$ cat src/rtl/video_timing_gen.sv
// rtl/video_timing_gen.sv - programmable raster timing generator with frame-shadowed configuration
module video_timing_gen #(
  parameter int X_BITS = 13,
  parameter int Y_BITS = 13
) (
  input  logic              clk_in,
  input  logic              reset,
  input  logic              ce,
  input  logic [X_BITS-1:0] h_active,
  input  logic [X_BITS-1:0] h_fp,
  input  logic [X_BITS-1:0] h_sync,
  input  logic [X_BITS-1:0] h_total,
  input  logic [Y_BITS-1:0] v_active,
  input  logic [Y_BITS-1:0] v_fp,
  input  logic [Y_BITS-1:0] v_sync,
  input  logic [Y_BITS-1:0] v_total,
  input  logic              hs_pol,
  input  logic              vs_pol,
  output logic [X_BITS-1:0] x,
  output logic [Y_BITS-1:0] y,
  output logic              hn_out,
  output logic              vn_out,
  output logic              den_out,
  output logic [X_BITS-1:0] total_active_pix,
  output logic [Y_BITS-1:0] total_active_lines,
  output logic              frame_start,
  output logic [7:0]        frame_cnt,
  output logic              cfg_err
);

  // Two extra bits keep the porch/sync sums from overflowing the field width.
  localparam int XW = X_BITS + 2;
  localparam int YW = Y_BITS + 2;

  logic [X_BITS-1:0] sh_h_active;
  logic [X_BITS-1:0] sh_h_fp;
  logic [X_BITS-1:0] sh_h_sync;
  logic [X_BITS-1:0] sh_h_total;
  logic [Y_BITS-1:0] sh_v_active;
  logic [Y_BITS-1:0] sh_v_fp;
  logic [Y_BITS-1:0] sh_v_sync;
  logic [Y_BITS-1:0] sh_v_total;
  logic              sh_hs_pol;
  logic              sh_vs_pol;

  logic [X_BITS-1:0] hc;
  logic [Y_BITS-1:0] vc;

  logic [XW-1:0] h_sync_start;
  logic [XW-1:0] h_sync_end;
  logic [YW-1:0] v_sync_start;
  logic [YW-1:0] v_sync_end;
  logic          h_last;
  logic          v_last;
  logic          frame_wrap;
  logic          shadow_load;
  logic          hsync;
  logic          vsync;
  logic          den;

  assign h_sync_start = XW'(sh_h_active) + XW'(sh_h_fp);
  assign h_sync_end   = h_sync_start + XW'(sh_h_sync);
  assign v_sync_start = YW'(sh_v_active) + YW'(sh_v_fp);
  assign v_sync_end   = v_sync_start + YW'(sh_v_sync);

  // The shadowed geometry is only trusted when every region fits in its total.
  assign cfg_err = (sh_h_active == '0) || (sh_v_active == '0) ||
                   (h_sync_end > XW'(sh_h_total)) || (v_sync_end > YW'(sh_v_total));

  assign h_last      = (hc == sh_h_total - X_BITS'(1));
  assign v_last      = (vc == sh_v_total - Y_BITS'(1));
  assign frame_wrap  = ce && !cfg_err && h_last && v_last;
  // While illegal, keep resampling the inputs so a fix takes effect immediately.
  assign shadow_load = reset || (ce && cfg_err) || frame_wrap;

  // A zero sync width makes start == end, so the window is empty and no pulse is produced.
  assign hsync = (XW'(hc) >= h_sync_start) && (XW'(hc) < h_sync_end);
  assign vsync = (YW'(vc) >= v_sync_start) && (YW'(vc) < v_sync_end);
  assign den   = (hc < sh_h_active) && (vc < sh_v_active);

  assign total_active_pix   = sh_h_active;
  assign total_active_lines = sh_v_active;

  // Capture the timing configuration at reset, at each frame wrap, and while illegal.
  always_ff @(posedge clk_in) begin
    if (shadow_load) begin
      sh_h_active <= h_active;
      sh_h_fp     <= h_fp;
      sh_h_sync   <= h_sync;
      sh_h_total  <= h_total;
      sh_v_active <= v_active;
      sh_v_fp     <= v_fp;
      sh_v_sync   <= v_sync;
      sh_v_total  <= v_total;
      sh_hs_pol   <= hs_pol;
      sh_vs_pol   <= vs_pol;
    end
  end

  // Raster position counters; parked at the origin while the configuration is illegal.
  always_ff @(posedge clk_in) begin
    if (reset) begin
      hc <= '0;
      vc <= '0;
    end else if (ce) begin
      if (cfg_err) begin
        hc <= '0;
        vc <= '0;
      end else if (h_last) begin
        hc <= '0;
        vc <= v_last ? '0 : vc + Y_BITS'(1);
      end else begin
        hc <= hc + X_BITS'(1);
      end
    end
  end

  // Registered outputs describe the pixel the counters pointed at before this ce edge.
  always_ff @(posedge clk_in) begin
    if (reset) begin
      x           <= '0;
      y           <= '0;
      den_out     <= 1'b0;
      frame_start <= 1'b0;
      frame_cnt   <= 8'd0;
      hn_out      <= ~hs_pol;
      vn_out      <= ~vs_pol;
    end else if (ce) begin
      if (cfg_err) begin
        x           <= '0;
        y           <= '0;
        den_out     <= 1'b0;
        frame_start <= 1'b0;
        hn_out      <= ~sh_hs_pol;
        vn_out      <= ~sh_vs_pol;
      end else begin
        x           <= hc;
        y           <= vc;
        den_out     <= den;
        frame_start <= (hc == '0) && (vc == '0);
        hn_out      <= hsync ~^ sh_hs_pol;
        vn_out      <= vsync ~^ sh_vs_pol;
        if (h_last && v_last) begin
          frame_cnt <= frame_cnt + 8'd1;
        end
      end
    end
  end

endmodule

$ cat config.mk
export PLATFORM = sky130hd
export DESIGN_NAME = video_timing_gen
export DESIGN_NICKNAME = d
export VERILOG_FILES = /design/src/rtl/video_timing_gen.sv
export SDC_FILE = /design/constraint.sdc
export NUM_CORES = 1
export LEC_CHECK = 0
export ABC_AREA = 0
export CAP_MARGIN = 20
export CORE_MARGIN = 2
export CORE_UTILIZATION = 56
export DETAILED_ROUTE_END_ITERATION = 12
export HOLD_SLACK_MARGIN = 0.03
export PLACE_DENSITY = 0.82
export SLEW_MARGIN = 20
export SYNTH_ARGS = -nofsm -noshare
export SYNTH_HDL_FRONTEND = slang
export SYNTH_SLANG_ARGS = --single-unit
$ cat constraint.sdc
create_clock -name clk_in -period 10.13 [get_ports clk_in]
set_input_delay 1.5195 -clock clk_in [delete_from_list [all_inputs] [get_ports clk_in]]
set_output_delay 1.5195 -clock clk_in [all_outputs]
set_load 0.005 [all_outputs]
==> results of run 1 <==
[cell type report]
class	count	area [um^2]
inverter	131	492
clock inverter	10	75.1
tap	270	338
sequential	170	4480
fill	1500	6090
multi-input combinational	855	6470
timing repair buffer	178	1770
clock buffer	22	517
[path summary, 6_finish.rpt]
path,from,endpoint,slack [ns],cells after the start
hold reg to reg,x[3]$_SDFFE_PP0P_,x[3]$_SDFFE_PP0P_,0.48,1
setup reg to reg,total_active_lines[0]$_DFFE_PP_,total_active_lines[0]$_DFFE_PP_,2.42,28
hold / removal,x[3]$_SDFFE_PP0P_,x[3]$_SDFFE_PP0P_,0.48,1
setup / recovery,total_active_lines[0]$_DFFE_PP_,cfg_err,1.68,26
[per-layer routing]
metal,global-route usage (%),vias to the layer above,wire (um)
met5,0,-,0
met4,10.7,0,865
met3,4.51,66,1900
met2,42.9,384,12700
met1,34.7,4517,12700
li1,-,4667,-
[stage by stage]
step | std cells | setup WS, ns | hold slack, ns
final | 1636 | 1.68 | 0.479
after global routing | 1636 | 1.09 | 0.491
after CTS | 1636 | 1.73 | 0.482
after detailed placement | 1604 | 2.23 | 0.465
after global placement | 1604 | 2.48 | 0.461
after floorplan | 1179 | 1.92 | 0.468
[cell families (layout without fill, tap and decap cells)]
logic type | Yosys count | in the layout | synth area share, %
xor gates and xnor gates | 95 | 95 | 7.23
buffers and inverters | 154 | 341 | 5.04
DFF | 170 | 170 | 38.9
adders and majority gates | 164 | 164 | 18.1
and+or+nand+nor | 300 | 300 | 13.5
AOI/OAI and AO/OA | 290 | 290 | 16.6
muxes | 6 | 6 | 0.533
[cell usage in the layout (no fill, tap or decap), types with 19 or more instances in the layout]
| master | instances |
|---|---|
| edfxtp_1 | 108 |
| xnor2_1 | 56 |
| ha_1 | 160 |
| clkdlybuf4s50_1 | 173 |
| xor2_1 | 39 |
| dfxtp_1 | 62 |
| a22o_1 | 26 |
| inv_1 | 131 |
| a21oi_1 | 70 |
| a21o_1 | 22 |
| nand2_1 | 61 |
| o21ai_0 | 63 |
| nand4_1 | 20 |
| nor4_1 | 19 |
| nor2_1 | 80 |
| nand3_1 | 30 |
| clkbuf_16 | 19 |
[power by group through the flow]
stage | registers (mW) | clock network (mW) | logic (mW)
finish | 1.08 | 0.650 | 3.67
global route | 1.10 | 0.684 | 4.13
CTS | 1.08 | 0.655 | 3.63
detailed placement | 1.09 | 0 | 3.59
global placement | 1.09 | 0 | 3.42
floorplan | 1.07 | 0 | 2.71
==> key figures, run 1 <==
STA
  – Setup tns final: 0 ns
  – Clk_skew: 0.00897 ns
  – RSZ-0062 raised after global routing: no
  – Final setup violation count: 0
  – Tmin final: 8.45 ns
  – Worst-Margin Slew: 0.953 ns
  – Max Fclk: 118 MHz
  – Fin. max-slew vios: 0
  – Final-report hold violation count: 0
  – Worst rel slew slack: 36.3%
  – Tcrit/Tclk final: 83.4%

Power and ir drop
  – Reg power frac: 20.0%
  – Int Power: 2.87 mW
  – NetSw: 2.54 mW
  – Pwr dens: 382 nW/um^2
  – Clk pwr share: 12.0%
  – Peak supply drop: 0.000186 V
  – Final total power: 5.40 mW
  – Combinational share of power: 68.0%
  – Net Sw Frac: 46.9%
  – Leak: 6.03 nW

Finish
  – Antenna Cells: 0
  – Core Util, Final: 69.9%
  – Design area: 14100 um^2
  – Area Overhead vs Synth: 22.9%
  – Fin nets: 1626
  – Share of post-route cells with drive strength above 1: 3.66%

Route
  – Drt drc: 0
  – Number of iterations in the first detailed-routing pass: 6
  – Routed vias: 9634
  – Detailed-route wire length: 28200 um
  – DRT antenna net count: 0
  – Vias per cell: 5.89
  – DR WL/cell: 17.2 um
  – Iter 0 DRT Violations: 678

Floorplan
  – Starting Density: 56.9%
  – Chip width: 147 um
  – IO Count: 174
  – FP Rows: 52
  – Floorplan Core Area: 20200 um^2
  – Die Ht: 147 um
  – Die area: 21700 um^2

Clock network
  – CTS resizes: 0
  – CTS Hold Bufs: 0
  – Total CTS buffers: 17
  – Setup Fix Bufs, Post-CTS: 0
  – Clock Root Buffer: clkbuf_16
  – CTS tree: built
  – Worst-Skew Late Latency: 0.44 ns
  – Clock-pin slew on the worst setup and hold paths: 0.07 ns
  – Clock Sinks: 170
  – Clock buffer depth: 2
  – H-tree depth: 4

Setup path
  – CP endpoint kind: output port
  – Slowest library cell on the worst path: clkdlybuf4s50_1
  – CP Buf/Inv Count: 2
  – Largest delay share family, worst path: compound AO/OA/AOI/OAI gates
  – Critical path class: reg2out
  – Worst path required time: 8.61 ns
  – CP peak stage delay: 0.48 ns
  – Most used cell, CP: ha_1
  – Crit start category: flip-flop
  – CP arrival: 6.93 ns
  – CP Max Fanout: 7

Logic synthesis
  – Number of flops mapped to enable cells by yosys: 108
  – YS warnings: 0
  – Yosys top cell by area: edfxtp_1
  – Mean area per synthesized cell: 9.77 um^2
  – Ys flop type: edfxtp_1
  – Synth Instances: 1179
  – Syn nets: 1452
  – Dominant cells by area after synthesis: edfxtp_1, ha_1, dfxtp_1
  – Synth Cell Area: 11500 um^2
  – Synth cell types: 69
  – Top cell type's share of synthesized area: 28.2%
  – Synthesized flop and latch total: 170
  – Commonest cells post-synth: ha_1, inv_1, edfxtp_1
  – Top-count cell post-synth: ha_1
  – Ys async rst share: 0%
  – Post-synthesis sequential area ratio: 38.9%

Global routing
  – Gr ovfl total: 0
  – Antenna violations before repair: 0
  – Largest net degree at the start of global routing: 56
  – Total GRT Usage: 26.2%
  – Vias in the first global route: 9485
  – Global-route wire length before repair: 45700 um

Job
  – Max cap viols: 0

Place
  – Dpl hpwl: 21700 um
  – Port bufs: 173
  – Routability congestion estimate: 0.943
  – Placed Instance Area: 13600 um^2

Status
  – Status: complete, no violations

Worst hold path
  – Min-Delay Path Class: reg2reg
(Power assumes the default switching activity.)
==> run 2: changes to the inputs <==
--- a/config.mk
+++ b/config.mk
@@ -8,10 +8,10 @@
 export ABC_AREA = 0
 export CAP_MARGIN = 20
 export CORE_MARGIN = 2
-export CORE_UTILIZATION = 56
+export CORE_UTILIZATION = 50
 export DETAILED_ROUTE_END_ITERATION = 12
 export HOLD_SLACK_MARGIN = 0.03
-export PLACE_DENSITY = 0.82
+export PLACE_DENSITY = 0.78
 export SLEW_MARGIN = 20
 export SYNTH_ARGS = -nofsm -noshare
 export SYNTH_HDL_FRONTEND = slang
==> constraint.sdc (replaced) <==
create_clock -name clk_in -period 7.48 [get_ports clk_in]
set_input_delay 1.122 -clock clk_in [delete_from_list [all_inputs] [get_ports clk_in]]
set_output_delay 1.122 -clock clk_in [all_outputs]
set_load 0.005 [all_outputs]
==> key figures, run 2 (synthesis results as in run 1) <==
Finish
  – Share of post-route cells with drive strength above 1: 4.95% (+1.3 points)
  – Commonest non-fill, non-tap cells in the layout: clkdlybuf4s50_1, ha_1, inv_1, edfxtp_1, nor2_1
  – Fillcell total: 1783 (+19%)
  – Antenna Cells: 0 (unchanged)
  – Register Area: 4480 um^2 (unchanged)
  – Core Util, Final: 63.4% (-6.5 points)
  – Area Overhead vs Synth: 24.6%
  – Fin nets: 1634 (+0.49%)
  – Leading cell type in the layout, fill and taps excluded: clkdlybuf4s50_1
  – Multi-input logic area: 6560 um^2 (+1.4%)

Route
  – Number of iterations in the first detailed-routing pass: 5 (-1)
  – Drt drc: 0 (unchanged)
  – Vias per cell: 5.76 (-2.1%)
  – Routed vias: 9562 (-0.75%)
  – Iter 0 DRT Violations: 603 (-11%)
  – DRT antenna net count: 0 (unchanged)
  – DR WL/cell: 17.4 um (+0.76%)
  – Detailed-route wire length: 28800 um (+2.2%)

Setup path
  – Critical path class: reg2out
  – CP arrival: 6.07 ns (-0.86 ns)
  – Worst path required time: 6.36 ns (-2.25 ns)
  – Largest delay share family, worst path: compound AO/OA/AOI/OAI gates
  – Crit start category: flip-flop
  – Most used cell, CP: a21o_1
  – CP Max Fanout: 7 (unchanged)
  – CP endpoint kind: output port
  – CP Buf/Inv Count: 1 (-1)
  – CP peak stage delay: 0.45 ns (-0.03 ns)
  – Slowest library cell on the worst path: clkdlybuf4s50_1

Power and ir drop
  – NetSw: 3.57 mW (+41%)
  – Combinational share of power: 68.8% (+0.8 points)
  – Reg power frac: 19.0% (-1.0 points)
  – Net Sw Frac: 46.2% (-0.76 points)
  – Clk pwr share: 12.2% (+0.2 points)
  – Leak: 6.10 nW (+1.2%)
  – Peak supply drop: 0.000284 V (+52%)
  – Final total power: 7.73 mW (+43%)
  – Int Power: 4.16 mW (+45%)
  – Pwr dens: 539 nW/um^2 (+41%)

STA
  – Worst rel slew slack: 30.2% (-6.1 points)
  – Max Fclk: 139 MHz
  – Tcrit/Tclk final: 96.2%
  – Tmin final: 7.19 ns
  – Final setup violation count: 0 (unchanged)
  – Worst-Margin Slew: 1.04 ns (+0.0913 ns)
  – Final-report hold violation count: 0 (unchanged)
  – Fin. max-slew vios: 0 (unchanged)
  – Clk_skew: 0.0132 ns (+0.00427 ns)

Floorplan
  – Die area: 24300 um^2 (+12%)
  – Starting Density: 50.9% (-6.0 points)
  – Floorplan Core Area: 22600 um^2 (+12%)
  – Die Ht: 156 um (+5.7%)
  – FP Rows: 55 (+5.8%)
  – IO Count: 174 (unchanged)
  – Chip width: 156 um (+5.7%)

Clock network
  – Clock-pin slew on the worst setup and hold paths: 0.07 ns (about the same)
  – Worst-Skew Late Latency: 0.44 ns (about the same)
  – Clock Sinks: 170 (unchanged)
  – CTS tree: built
  – H-tree depth: 4 (unchanged)
  – Clock buffer depth: 2 (unchanged)
  – Clock Root Buffer: clkbuf_16
  – Total CTS buffers: 17 (unchanged)

Place
  – Port bufs: 173 (unchanged)
  – Dpl hpwl: 21900 um (+1.0%)
  – Routability congestion estimate: 0.918 (-2.6%)

Global routing
  – Total GRT Usage: 23.6% (-2.6 points)
  – Antenna violations before repair: 0 (unchanged)
  – Vias in the first global route: 9057 (-4.5%)
  – Gr ovfl total: 0 (unchanged)
  – Largest net degree at the start of global routing: 76 (+36%)
  – Global-route wire length before repair: 45600 um (-0.36%)

Worst hold path
  – Min-Delay Path Class: reg2reg

Job
  – Max cap viols: 0 (unchanged)

Status
  – Status: complete, no violations
## run 2: changes by cell type in the layout (fill, tap and decap cells not counted), moves of 3 or more
cell	change
buf_4	+8
a21oi_1	-3
a21oi_2	+3
clkbuf_1	+3
## run 2: area by class of cell
| class | instances | area share (%) |
|---|---|---|
| clock buffers | 25 | 3.70 |
| inverters | 131 | 3.43 |
| repair buffers | 186 | 12.7 |
| clock inverters | 7 | 0.689 |
| well taps | 285 | 2.48 |
| multi-input cells | 855 | 45.7 |
| flip-flops and latches | 170 | 31.2 |
## run 2: per-stage QoR
stage          setup slack [ns]  hold slack (ns)  TNS (ns)  cell area, um^2  instances
2_1_floorplan             0.324            0.468         0            11500       1179
3_3_place_gp              0.401            0.462         0            13600       1621
3_5_place_dp             0.0878            0.464         0            13600       1621
4_1_cts                 0.00480            0.481         0            14200       1654
5_1_grt                 -0.0166            0.490   -0.0166            14400       1659
6_report                  0.286            0.476         0            14400       1659
## run 2: power by group through the flow
stage               clock (mW)  sequential, mW  combinational, mW
floorplan                    0            1.43               3.67
global placement             0            1.48               4.71
detailed placement           0            1.48               4.88
CTS                      0.956            1.46               4.97
global route             0.990            1.49               5.97
finish                   0.945            1.47               5.32
## run 2: worst paths after layout
path	start	end	slack (ns)	depth (start not counted)
setup / recovery	total_active_pix[0]$_DFFE_PP_	cfg_err	0.29	25
hold / removal	x[10]$_SDFFE_PP0P_	x[10]$_SDFFE_PP0P_	0.48	1
setup reg to reg	total_active_pix[0]$_DFFE_PP_	frame_cnt[7]$_SDFFE_PP0P_	0.88	27
hold reg to reg	x[10]$_SDFFE_PP0P_	x[10]$_SDFFE_PP0P_	0.48	1
## run 2: layer usage
layer | global-route usage (%) | up-vias | wire, um
met5 | 0 | - | 0
met4 | 8.08 | 0 | 677
met3 | 4.39 | 55 | 1960
met2 | 37.2 | 358 | 12900
met1 | 32.8 | 4480 | 13200
li1 | - | 4669 | -
## run 2: what timing repair did
action                                  4_1_cts  5_1_grt
resized for setup                             5       16
setup buffers                                 1        5
hold buffers                                  0        0
hold endpoints to repair                      0        0
pin swaps                                     2        6
endpoints found under the setup margin        1        1
## run 2: worst register-to-register path, cell delays in order, from the launching register on
cell and delay (ns):
edfxtp_1 0.44, ha_2 0.23, fa_1 0.39, a21o_1 0.20, a21oi_2 0.17, o21bai_1 0.09, a21oi_2 0.17, nor2b_1 0.08
o21a_1 0.16, nor2_1 0.11, xnor2_1 0.18, ha_1 0.34, a21o_1 0.22, a31oi_2 0.17, o31ai_2 0.12, a21o_1 0.19
a21oi_1 0.17, xnor2_1 0.12, ha_1 0.31, nand4_1 0.09, o32a_1 0.36, o311a_1 0.14, a2111oi_4 0.34, o21ai_2 0.11
buf_4 0.18, or4b_1 0.71, or4_1 0.57, a21oi_1 0.15
==> run 3: changes to the inputs <==
--- a/config.mk
+++ b/config.mk
@@ -6,12 +6,10 @@
 export NUM_CORES = 1
 export LEC_CHECK = 0
 export ABC_AREA = 0
-export CAP_MARGIN = 20
 export CORE_MARGIN = 2
-export CORE_UTILIZATION = 50
+export CORE_UTILIZATION = 40
 export DETAILED_ROUTE_END_ITERATION = 12
 export HOLD_SLACK_MARGIN = 0.03
-export PLACE_DENSITY = 0.78
 export SLEW_MARGIN = 20
 export SYNTH_ARGS = -nofsm -noshare
 export SYNTH_HDL_FRONTEND = slang
==> constraint.sdc (replaced) <==
create_clock -name clk_in -period 7.9 [get_ports clk_in]
set_input_delay 1.185 -clock clk_in [delete_from_list [all_inputs] [get_ports clk_in]]
set_output_delay 1.185 -clock clk_in [all_outputs]
set_load 0.005 [all_outputs]
==> key figures, run 3 (synthesis results as in run 1) <==
STA
  – Setup tns final: 0 ns (unchanged)
  – Tmin final: 7.34 ns
  – Worst rel slew slack: 24.9% (-5.4 points)
  – Max Fclk: 136 MHz
  – Tcrit/Tclk final: 92.9%
  – Post-route worst setup slack: 0.563 ns (+0.276 ns)
  – Fin. max-slew vios: 0 (unchanged)
  – Clk_skew: 0.0133 ns (+0.0000245 ns)
  – Worst-Margin Slew: 1.12 ns (+0.0802 ns)
  – Final setup violation count: 0 (unchanged)
  – RSZ-0062 raised after global routing: no
  – Final-report hold violation count: 0 (unchanged)

Finish
  – Multi-input logic area: 6510 um^2 (-0.74%)
  – Fillcell total: 2681 (+50%)
  – Commonest non-fill, non-tap cells in the layout: clkdlybuf4s50_1, ha_1, inv_1, edfxtp_1, nor2_1
  – Antenna Cells: 0 (unchanged)
  – Leading cell type in the layout, fill and taps excluded: clkdlybuf4s50_1
  – Area Overhead vs Synth: 24.7% (about the same)
  – Core Util, Final: 50.3% (-13 points)
  – Share of post-route cells with drive strength above 1: 4.16% (-0.79 points)
  – Design area: 14400 um^2 (about the same)
  – Register Area: 4480 um^2 (unchanged)
  – Fin nets: 1629 (-0.31%)

Route
  – Routed vias: 9264 (-3.1%)
  – Drt drc: 0 (unchanged)
  – Iter 0 DRT Violations: 513 (-15%)
  – Number of iterations in the first detailed-routing pass: 5 (unchanged)
  – Detailed-route wire length: 28900 um (+0.34%)
  – DRT antenna net count: 0 (unchanged)
  – DR WL/cell: 16.5 um (-5.0%)
  – Vias per cell: 5.28 (-8.3%)

Floorplan
  – Die Ht: 174 um (+12%)
  – Starting Density: 40.3% (-11 points)
  – Chip width: 174 um (+12%)
  – FP Rows: 62 (+13%)
  – Die area: 30200 um^2 (+24%)
  – Floorplan Core Area: 28500 um^2 (+26%)
  – IO Count: 174 (unchanged)

Place
  – Port bufs: 173 (unchanged)
  – DP Worst Slack: 0.452 ns (+0.365 ns)
  – Placed Instance Area: 13700 um^2 (+1.0%)
  – Routability congestion estimate: 0.923 (+0.58%)
  – Dpl hpwl: 22700 um (+3.8%)

Setup path
  – Critical path class: reg2out
  – CP Max Fanout: 7 (unchanged)
  – Worst path required time: 6.71 ns (+0.35 ns)
  – Most used cell, CP: ha_1
  – Crit start category: flip-flop
  – CP peak stage delay: 0.49 ns (+0.04 ns)
  – Slowest library cell on the worst path: or4b_1
  – CP arrival: 6.15 ns (+0.08 ns)
  – CP endpoint kind: output port

Clock network
  – Clock Root Buffer: clkbuf_16
  – Clock-pin slew on the worst setup and hold paths: 0.07 ns (about the same)
  – Total CTS buffers: 17 (unchanged)
  – H-tree depth: 4 (unchanged)
  – Worst-Skew Late Latency: 0.44 ns (about the same)
  – Clock buffer depth: 2 (unchanged)
  – Clock Sinks: 170 (unchanged)
  – CTS tree: built

Status
  – Status: complete, no violations

Power and ir drop
  – Peak supply drop: 0.000225 V (-21%)
  – Pwr dens: 491 nW/um^2 (-8.8%)
  – Leak: 6.05 nW (-0.76%)

Job
  – Max cap viols: 0 (unchanged)

Global routing
  – Total GRT Usage: 19.2% (-4.4 points)
  – Antenna violations before repair: 0 (unchanged)
  – Vias in the first global route: 8885 (-1.9%)
  – Global-route wire length before repair: 46400 um (+1.8%)
  – Largest net degree at the start of global routing: 82 (+7.9%)
  – Gr ovfl total: 0 (unchanged)

Worst hold path
  – Min-Delay Path Class: reg2reg
## run 3: changes by cell type in the layout (fill, tap and decap cells not counted), moves of 2 or more
cell	delta
buf_4	-6
a21oi_1	+2
a21oi_2	-2
bufinv_16	-2
clkbuf_1	-2
clkinv_4	+2
## run 3: repair_timing
item                                    4_1_cts  5_1_grt
hold buffers                                  0        0
pin swaps                                     0        2
gates resized for setup                       1       10
setup buffers                                 0        1
endpoints found under the setup margin        1       21
## run 3: cell type report
class	instances	share of cell area [%]
multi-input combinational	855	45.4
sequential	170	31.2
timing repair buffer	181	12.6
clock buffer	22	3.53
inverter	131	3.43
tap	384	3.35
clock inverter	10	0.532
## run 3: final timing paths
check                         endpoint  slack, ns                            start  cells past startpoint
min               den_out$_SDFFE_PP0P_       0.48             den_out$_SDFFE_PP0P_                      1
max reg2reg  frame_cnt[7]$_SDFFE_PP0P_       1.22  total_active_lines[0]$_DFFE_PP_                     28
max                            cfg_err       0.56  total_active_lines[0]$_DFFE_PP_                     26
min reg2reg       den_out$_SDFFE_PP0P_       0.48             den_out$_SDFFE_PP0P_                      1
## run 3: layer usage
metal	share of wire [%]	vias to the layer above	routed length, um	GRT usage, %
met1	49	4296	14300	27.6
met2	43	254	12400	29.6
met4	1.8	0	527	5.81
met5	0	-	0	0
li1	-	4683	-	-
met3	6.0	31	1720	3.44
## run 3: metrics by stage
stage / std cells / power [mW] / hold WS (ns)
floorplan: 1179 / 4.83 / 0.468
global placement: 1720 / 5.93 / 0.461
detailed placement: 1720 / 6.05 / 0.466
CTS: 1752 / 6.92 / 0.482
global route: 1753 / 7.82 / 0.494
finish: 1753 / 7.05 / 0.477
## run 3: report_power, final
part	internal, mW	switching [mW]	leakage [nW]	total (mW)
registers	1.21	0.175	1.60	1.38
clock network	0.462	0.376	0.290	0.837
logic	2.09	2.74	4.17	4.83
total	3.76	3.29	6.05	7.05
## run 3: worst max-delay path: cells and delay by family, from the launching register on
| family | cells | cell delay, ns |
|---|---|---|
| and+or+nand+nor | 6 | 1.14 |
| AOI/OAI and AO/OA | 12 | 2.23 |
| DFF | 1 | 0.38 |
| xor gates and xnor gates | 2 | 0.32 |
| buffers and inverters | 2 | 0.51 |
| adders and majority gates | 4 | 1.15 |
